### src/rtl/uart_tx_drain.sv
// uart_tx_drain: drains a fifo read port one word at a time
// and serialises each word as an idle-high 8N1-style frame.
module uart_tx_drain #(
  parameter int DATA_WIDTH   = 8,
  parameter int CLKS_PER_BIT = 16,
  parameter int STOP_BITS    = 1
) (
  input  logic                  clk,
  input  logic                  rst,
  input  logic [DATA_WIDTH-1:0] fifo_data_in,
  input  logic                  fifo_empty_in,
  output logic                  fifo_read_en_out,
  output logic                  tx_out,
  output logic                  busy_out
);

  localparam int BW = $clog2(DATA_WIDTH);
  localparam int CW = $clog2(CLKS_PER_BIT);

  typedef enum logic [2:0] {
    S_IDLE,
    S_FETCH,
    S_LOAD,
    S_START,
    S_DATA,
    S_STOP
  } state_t;

  state_t                state_q, state_d;
  logic [DATA_WIDTH-1:0] shift_q, shift_d;
  logic [BW-1:0]         bit_q, bit_d;
  logic [CW-1:0]         baud_q, baud_d;
  logic                  tx_q, tx_d;
  logic                  rd_q, rd_d;
  logic                  busy_q, busy_d;
  logic                  baud_end;

  assign baud_end = (baud_q == CW'(CLKS_PER_BIT - 1));

  // Next state, next line level and counter updates.
  always_comb begin
    state_d = state_q;
    shift_d = shift_q;
    bit_d   = bit_q;
    baud_d  = baud_q + CW'(1);
    tx_d    = tx_q;
    rd_d    = 1'b0;
    unique case (state_q)
      S_IDLE: begin
        tx_d   = 1'b1;
        bit_d  = '0;
        baud_d = '0;
        if (!fifo_empty_in) begin
          state_d = S_FETCH;
          rd_d    = 1'b1;
        end
      end
      S_FETCH: begin
        baud_d  = '0;
        state_d = S_LOAD;
      end
      S_LOAD: begin
        baud_d  = '0;
        shift_d = fifo_data_in;
        tx_d    = 1'b0;
        state_d = S_START;
      end
      S_START: begin
        if (baud_end) begin
          baud_d  = '0;
          bit_d   = '0;
          tx_d    = shift_q[0];
          state_d = S_DATA;
        end
      end
      S_DATA: begin
        if (baud_end) begin
          baud_d = '0;
          if (bit_q == BW'(DATA_WIDTH - 1)) begin
            bit_d   = '0;
            tx_d    = 1'b1;
            state_d = S_STOP;
          end else begin
            bit_d   = bit_q + BW'(1);
            shift_d = shift_q >> 1;
            tx_d    = shift_q[1];
          end
        end
      end
      S_STOP: begin
        tx_d = 1'b1;
        if (baud_end) begin
          baud_d = '0;
          if (bit_q == BW'(STOP_BITS - 1)) begin
            bit_d   = '0;
            state_d = S_IDLE;
          end else begin
            bit_d = bit_q + BW'(1);
          end
        end
      end
      default: begin
        tx_d    = 1'b1;
        baud_d  = '0;
        bit_d   = '0;
        state_d = S_IDLE;
      end
    endcase
    busy_d = (state_d != S_IDLE);
  end

  // State and registered outputs; reset forces the line idle at once.
  always_ff @(posedge clk or posedge rst) begin
    if (rst) begin
      state_q <= S_IDLE;
      shift_q <= '0;
      bit_q   <= '0;
      baud_q  <= '0;
      tx_q    <= 1'b1;
      rd_q    <= 1'b0;
      busy_q  <= 1'b0;
    end else begin
      state_q <= state_d;
      shift_q <= shift_d;
      bit_q   <= bit_d;
      baud_q  <= baud_d;
      tx_q    <= tx_d;
      rd_q    <= rd_d;
      busy_q  <= busy_d;
    end
  end

  assign fifo_read_en_out = rd_q;
  assign tx_out           = tx_q;
  assign busy_out         = busy_q;

endmodule
### config.mk
export PLATFORM = sky130hd
export DESIGN_NAME = uart_tx_drain
export DESIGN_NICKNAME = d
export VERILOG_FILES = /design/src/rtl/uart_tx_drain.sv
export SDC_FILE = /design/constraint.sdc
export NUM_CORES = 1
export LEC_CHECK = 0
export ABC_AREA = 1
export BUFFER_PORTS_ARGS = -buffer_cell sky130_fd_sc_hd__buf_2
export CAP_MARGIN = 5
export CORE_UTILIZATION = 45
export CTS_CLUSTER_DIAMETER = 50
export DETAILED_ROUTE_END_ITERATION = 7
export PLACE_DENSITY = 0.67
export SETUP_SLACK_MARGIN = 0.5
export SYNTH_ARGS = -nofsm -noshare
export SYNTH_HDL_FRONTEND = slang
export SYNTH_SLANG_ARGS = --single-unit
### constraint.sdc
create_clock -name clk -period 1.3 [get_ports clk]
set_input_delay 0.195 -clock clk [delete_from_list [all_inputs] [get_ports clk]]
set_output_delay 0.195 -clock clk [all_outputs]
set_load 0.01 [all_outputs]
Word level (Yosys, flattened, before mapping)

Cells that the tools add are included.
Widths: inputs -> output; s select.

Bits in registers: 21
Bits of input ports: 11
Output and inout port bits: 3

$add $sub $neg: 2
Equality and inequality tests: 11
Muxes and demuxes: 24
Bitwise operators: 2
Reduce and logical (&&, ||, !) cells: 9

Operators by type and width:

| operator            | count |
|---|---|
| $mux 3              | 11 |
| $pmux 3 s6          | 1 |
| $mux 8              | 2 |
| $pmux 8 s2          | 1 |
| $pmux 3 s4          | 1 |
| $eq 3x3->1 const B  | 3 |
| $mux 4              | 2 |
| $ne 2x2->1 const B  | 4 |
| $eq 3x2->1 const B  | 2 |
| $logic_not 3->1     | 2 |
| $reduce_and 3->1    | 2 |
| $mux 1              | 5 |
| $add 4x1->4 const B | 1 |
| $eq 4x4->1 const B  | 1 |
| $pmux 1 s4          | 1 |
| $reduce_and 4->1    | 1 |
| $add 3x1->3 const B | 1 |
| $eq 3x1->1 const B  | 1 |
| $reduce_bool 3->1   | 1 |
| $reduce_or 3->1     | 1 |
| $not 1->1           | 2 |
| $reduce_bool 2->1   | 1 |
| $reduce_or 2->1     | 1 |

Logic depth before layout (Yosys ltp)

Word-level depth: 5
Mapped depth: 9
Gate-level depth less buffers: 9

Worst setup path after synthesis

Ideal clock, no wire load.

Path kind: register to register
Start: register bit_q[0]
End: register shift_q[1]
Arrival time: 1.265 ns
Required time: 1.183 ns
Path slack: -0.082 ns
Stages on the path, launching flop included: 7
Period minus slack after synthesis: 1.382 ns
Cell sequence: dfrtp_1 ha_1 ha_1 o21ai_4 nand2_4 nand2_1 nand2_1

Cells in the longest elaborated chain, start to end: 3

Ends and longest elaborated chain:

| item                       | RTL line | source |
|---|---|---|
| from (decl)                | 31       | `logic [BW-1:0] bit_q, bit_d;` |
| from (signal assigned)     | 125      | `bit_q <= bit_d;` |
| $eq 3x3->1                 | 79       | `if (bit_q == BW'(DATA_WIDTH - 1)) begin` |
| $ne 2x2->1 (no line)       | --       |  |
| $reduce_and 3->1 (no line) | --       |  |
| to (signal assigned)       | 124      | `shift_q <= shift_d;` |
| to (decl)                  | 30       | `logic [DATA_WIDTH-1:0] shift_q, shift_d;` |

No other way between the ends.
A chain may end at the register's enable or synchronous reset.

Final worst setup path

Start: register baud_q[1]
End: register shift_q[1]

Cells in the longest elaborated chain, start to end: 3

Ends and longest elaborated chain:

| item                       | RTL line | source |
|---|---|---|
| from (decl)                | 32       | `logic [CW-1:0] baud_q, baud_d;` |
| from (signal assigned)     | 126      | `baud_q <= baud_d;` |
| $eq 4x4->1                 | 38       | `assign baud_end = (baud_q == CW'(CLKS_PER_BIT - 1));` |
| $ne 2x2->1 (no line)       | --       |  |
| $reduce_and 3->1 (no line) | --       |  |

No other way between the ends.

==> impl_metrics.py <==
metrics = {
    "status": {
        "status": "finished with violations",
        "violations": "negative setup slack",
    },
    "power": {
        "leakagePower_uw": 0.000942,
        "power.density_nw_per_um2": 583,
        "clkPwrFrac": 0.303,
        "p_int_uw": 815,
        "ir_worst_vdd_mv": 0.768,
        "p_total_uw": 1060,
        "switching_power_uw": 244,
        "p_sw_frac": 0.231,
        "power_frac_seq": 0.638,
        "p_comb_frac": 0.059,
    },
    "placed_design": {
        "gp_congestion": 0.805,
        "hpwl_um": 1980,
        "dp_cells": 218,
        "io_buffers": 13,
    },
    "yosys": {
        "post-synth-top-area-cell": "dfrtp_1",
        "synth_top_area_frac": 0.421,
        "syn_nets": 178,
        "synth.top_cells.by_area": "dfrtp_1 42%, nand2_1 21%, nand3_1 9.7%",
        "yosysWarnings": 0,
        "synthDistinctLibCells": 20,
        "syn-cell-area_um2": 1190,
        "syn_inst": 163,
        "seq_area_frac_synth": 0.444,
        "syn_area_per_cell_um2": 7.28,
        "ys_ff_latch": 21,
    },
    "critical_path": {
        "setup.worst_path.start": "baud_q[1]",
        "end_kind": "flip-flop",
        "max_stage_delay_ns": 0.43,
        "worstPathCellList": "ha_4 -> nand2_2 -> nor2_4 -> nor2_4 -> clkinvlp_4 -> nand3_2 -> nand2_1",
        "r2r_start": "baud_q[1]",
        "cp.depth": 7,
        "worst_setup_path_start_kind": "flip-flop",
        "crit_buf_inv": 1,
        "crit_fanout": 4,
        "crit_slowest_cell": "dfrtp_1",
        "cp.arrival_ns": 1.60,
        "path_class": "reg -> reg",
        "rr_worst_depth": 7,
        "cp_top_family": "simple AND/OR/NAND/NOR gates",
        "critPathRequiredTime_ns": 1.52,
        "path_common_cell": "nor2_4",
    },
    "clock_network": {
        "htree_levels": 1,
        "cts_buffer_depth": 2,
        "insertion_delay_ns": 0.32,
        "clockRootBuffer": "clkbuf_4",
        "cts_num_sinks": 21,
        "clkTransAtPathRegs_ns": 0.11,
        "cts_buffers": 3,
        "cts_tree": "yes",
    },
    "timing": {
        "tightestPinTransition_ns": 0.271,
        "period_needed_ns": 1.38,
        "fin_ws_ns": -0.0804,
        "slew_headroom": 0.819,
        "finClkSkew_ns": 0.00648,
        "setup_viol": 9,
        "hold_viol": 0,
        "fmax_mhz": 724,
        "rsz0062_at_grt": "true",
        "slew_violations": 0,
        "post-route-period-util": 1.06,
    },
    "layout": {
        "fin_nets": 224,
        "drive_above_1_share": 0.510,
        "syn_to_final_growth_pct": 53.0,
        "diodes": 0,
        "fin_cells": 238,
    },
    "floorplan": {
        "initial_utilization": 0.479,
        "die_y_um": 53.4,
        "die-area_um2": 2850,
        "row_count": 18,
        "die_x_um": 53.4,
        "core_um2": 2480,
        "ioPinCount": 14,
    },
    "grt": {
        "grt_max_degree": 22,
        "overflow": 0,
        "antenna_found_initial": 0,
        "globalRouteTotalUtil": 0.231,
        "grt_pass1_vias": 1139,
        "grt_pass1_wl_um": 4660,
    },
    "worst_hold_path": {
        "whs_path_depth": 3,
        "hold_start": "fifo_data_in[7]",
        "hold_path_class": "in -> reg",
    },
    "drt": {
        "routed_via_density": 5.00,
        "drt_iter0_drc": 19,
        "drc": 0,
        "ant_nets": 0,
        "vias": 1191,
        "finalWirelength_um": 3060,
        "firstDrtPassIters": 4,
        "wl_per_cell_um": 12.9,
    },
    "flow_run": {
        "cap_violations": 0,
    },
}
-- per-layer routing --
layer | track usage | vias up | wire length, µm
met5 | 0 | - | 0
met3 | 0.0287 | 7 | 73
met4 | 0.132 | 0 | 61
met2 | 0.377 | 22 | 1600
met1 | 0.291 | 563 | 1330
li1 | - | 599 | -
-- logic make-up (layout without fill, tap and decap cells) --
logic type | count (synthesis) | count (layout) | synth area share
simple gates | 111 | 111 | 0.398
xor+xnor | 1 | 1 | 0.00738
compound gates | 6 | 6 | 0.0390
fa+ha+maj | 4 | 4 | 0.0422
buf+inv | 20 | 65 | 0.0695
flops | 21 | 21 | 0.444
-- final timing paths --
path,to,slack [ns]
worst max-delay path,shift_q[1],-0.08
worst min-delay path,shift_q[7],0.12
worst max register to register,shift_q[1],-0.08
worst min register to register,shift_q[7],0.48
max in group asynchronous,tx_out,0.60
min in group asynchronous,shift_q[7],0.43
-- power groups by stage --
| stage | clock network [µW] | logic (µW) | registers (µW) |
|---|---|---|---|
| after CTS | 327 | 59.6 | 675 |
| after detailed placement | 0 | 55.3 | 686 |
| after floorplan | 0 | 27.7 | 685 |
| after global placement | 0 | 53.7 | 686 |
| final | 321 | 62.1 | 676 |
| after global routing | 349 | 69.3 | 678 |
-- tightest hold or removal path, cell delays in order --
cell	delay, ns
buf_2	0.07
nand3_1	0.08
nand2_1	0.07
-- sequential cells by signal, indices dropped and copies added (netlist names) --
| signal | count |
|---|---|
| tx_out | 1 |
| state_q | 3 |
| fifo_read_en_out | 1 |
| bit_q | 3 |
| shift_q | 8 |
| baud_q | 4 |
| busy_out | 1 |
-- cell type report --
| type | instances | area [µm²] |
|---|---|---|
| clock buffers | 4 | 26.3 |
| repair buffers | 41 | 314 |
| inverters | 19 | 78.8 |
| fillers | 193 | 661 |
| flip-flops and latches | 21 | 531 |
| multi-input cells | 122 | 822 |
| repair inverters | 1 | 7.51 |
| well taps | 30 | 37.5 |
-- through the flow --
stage                     worst slack (ns)  utilization  hold WS [ns]  area (µm²)  TNS [ns]
after global routing                -0.199        0.733         0.132        1820     -1.49
final                              -0.0804        0.733         0.120        1820    -0.558
after global placement             -0.0537        0.570         0.239        1410    -0.388
after floorplan                   -0.00172            -         0.171        1220   -0.0118
after CTS                          -0.0549        0.653         0.102        1620    -0.317
after detailed placement           -0.0883        0.570         0.242        1410    -0.772
-- repair_timing --
item                                   4_1_cts  5_1_grt
hold buffers                                 1        0
gates cloned                                 1        0
pin swaps                                   19       15
setup endpoints to repair                   24       24
gates resized for setup                     28       47
endpoints found under the hold margin       20        0
setup buffers                               10        4
-- cells in the mapped netlist --
cell type  instances
nand2_1           66
nand3_1           23
dfrtp_1           20
inv_1             17
nor2_1            15
ha_1               4
o21ai_0            3
inv_2              2
nand2_2            2
a21boi_0           1
buf_6              1
dfstp_2            1
nand2_4            1
nor2_2             1
nor2_4             1
o211ai_1           1
o21ai_4            1
or2_1              1
or2_2              1
xor2_1             1
-- cells in the final DEF (no fill, tap or decap), types with 2 or more instances in the layout --
master,synthesis,final
nand3_2,0,8
nand2_2,2,13
nand3_4,0,3
buf_2,0,12
inv_2,2,4
inv_4,0,3
buf_6,1,9
inv_1,17,12
nand2_4,1,6
nor2_2,1,6
o21ai_4,1,2
dfrtp_1,20,17
dfrtp_2,0,3
ha_2,0,2
nor2_4,1,6
clkbuf_4,0,3
nand2_1,66,50
buf_4,0,19
nor2_1,15,5
ha_4,0,2
nand3_1,23,12
Power figures use the tool's default switching activity.
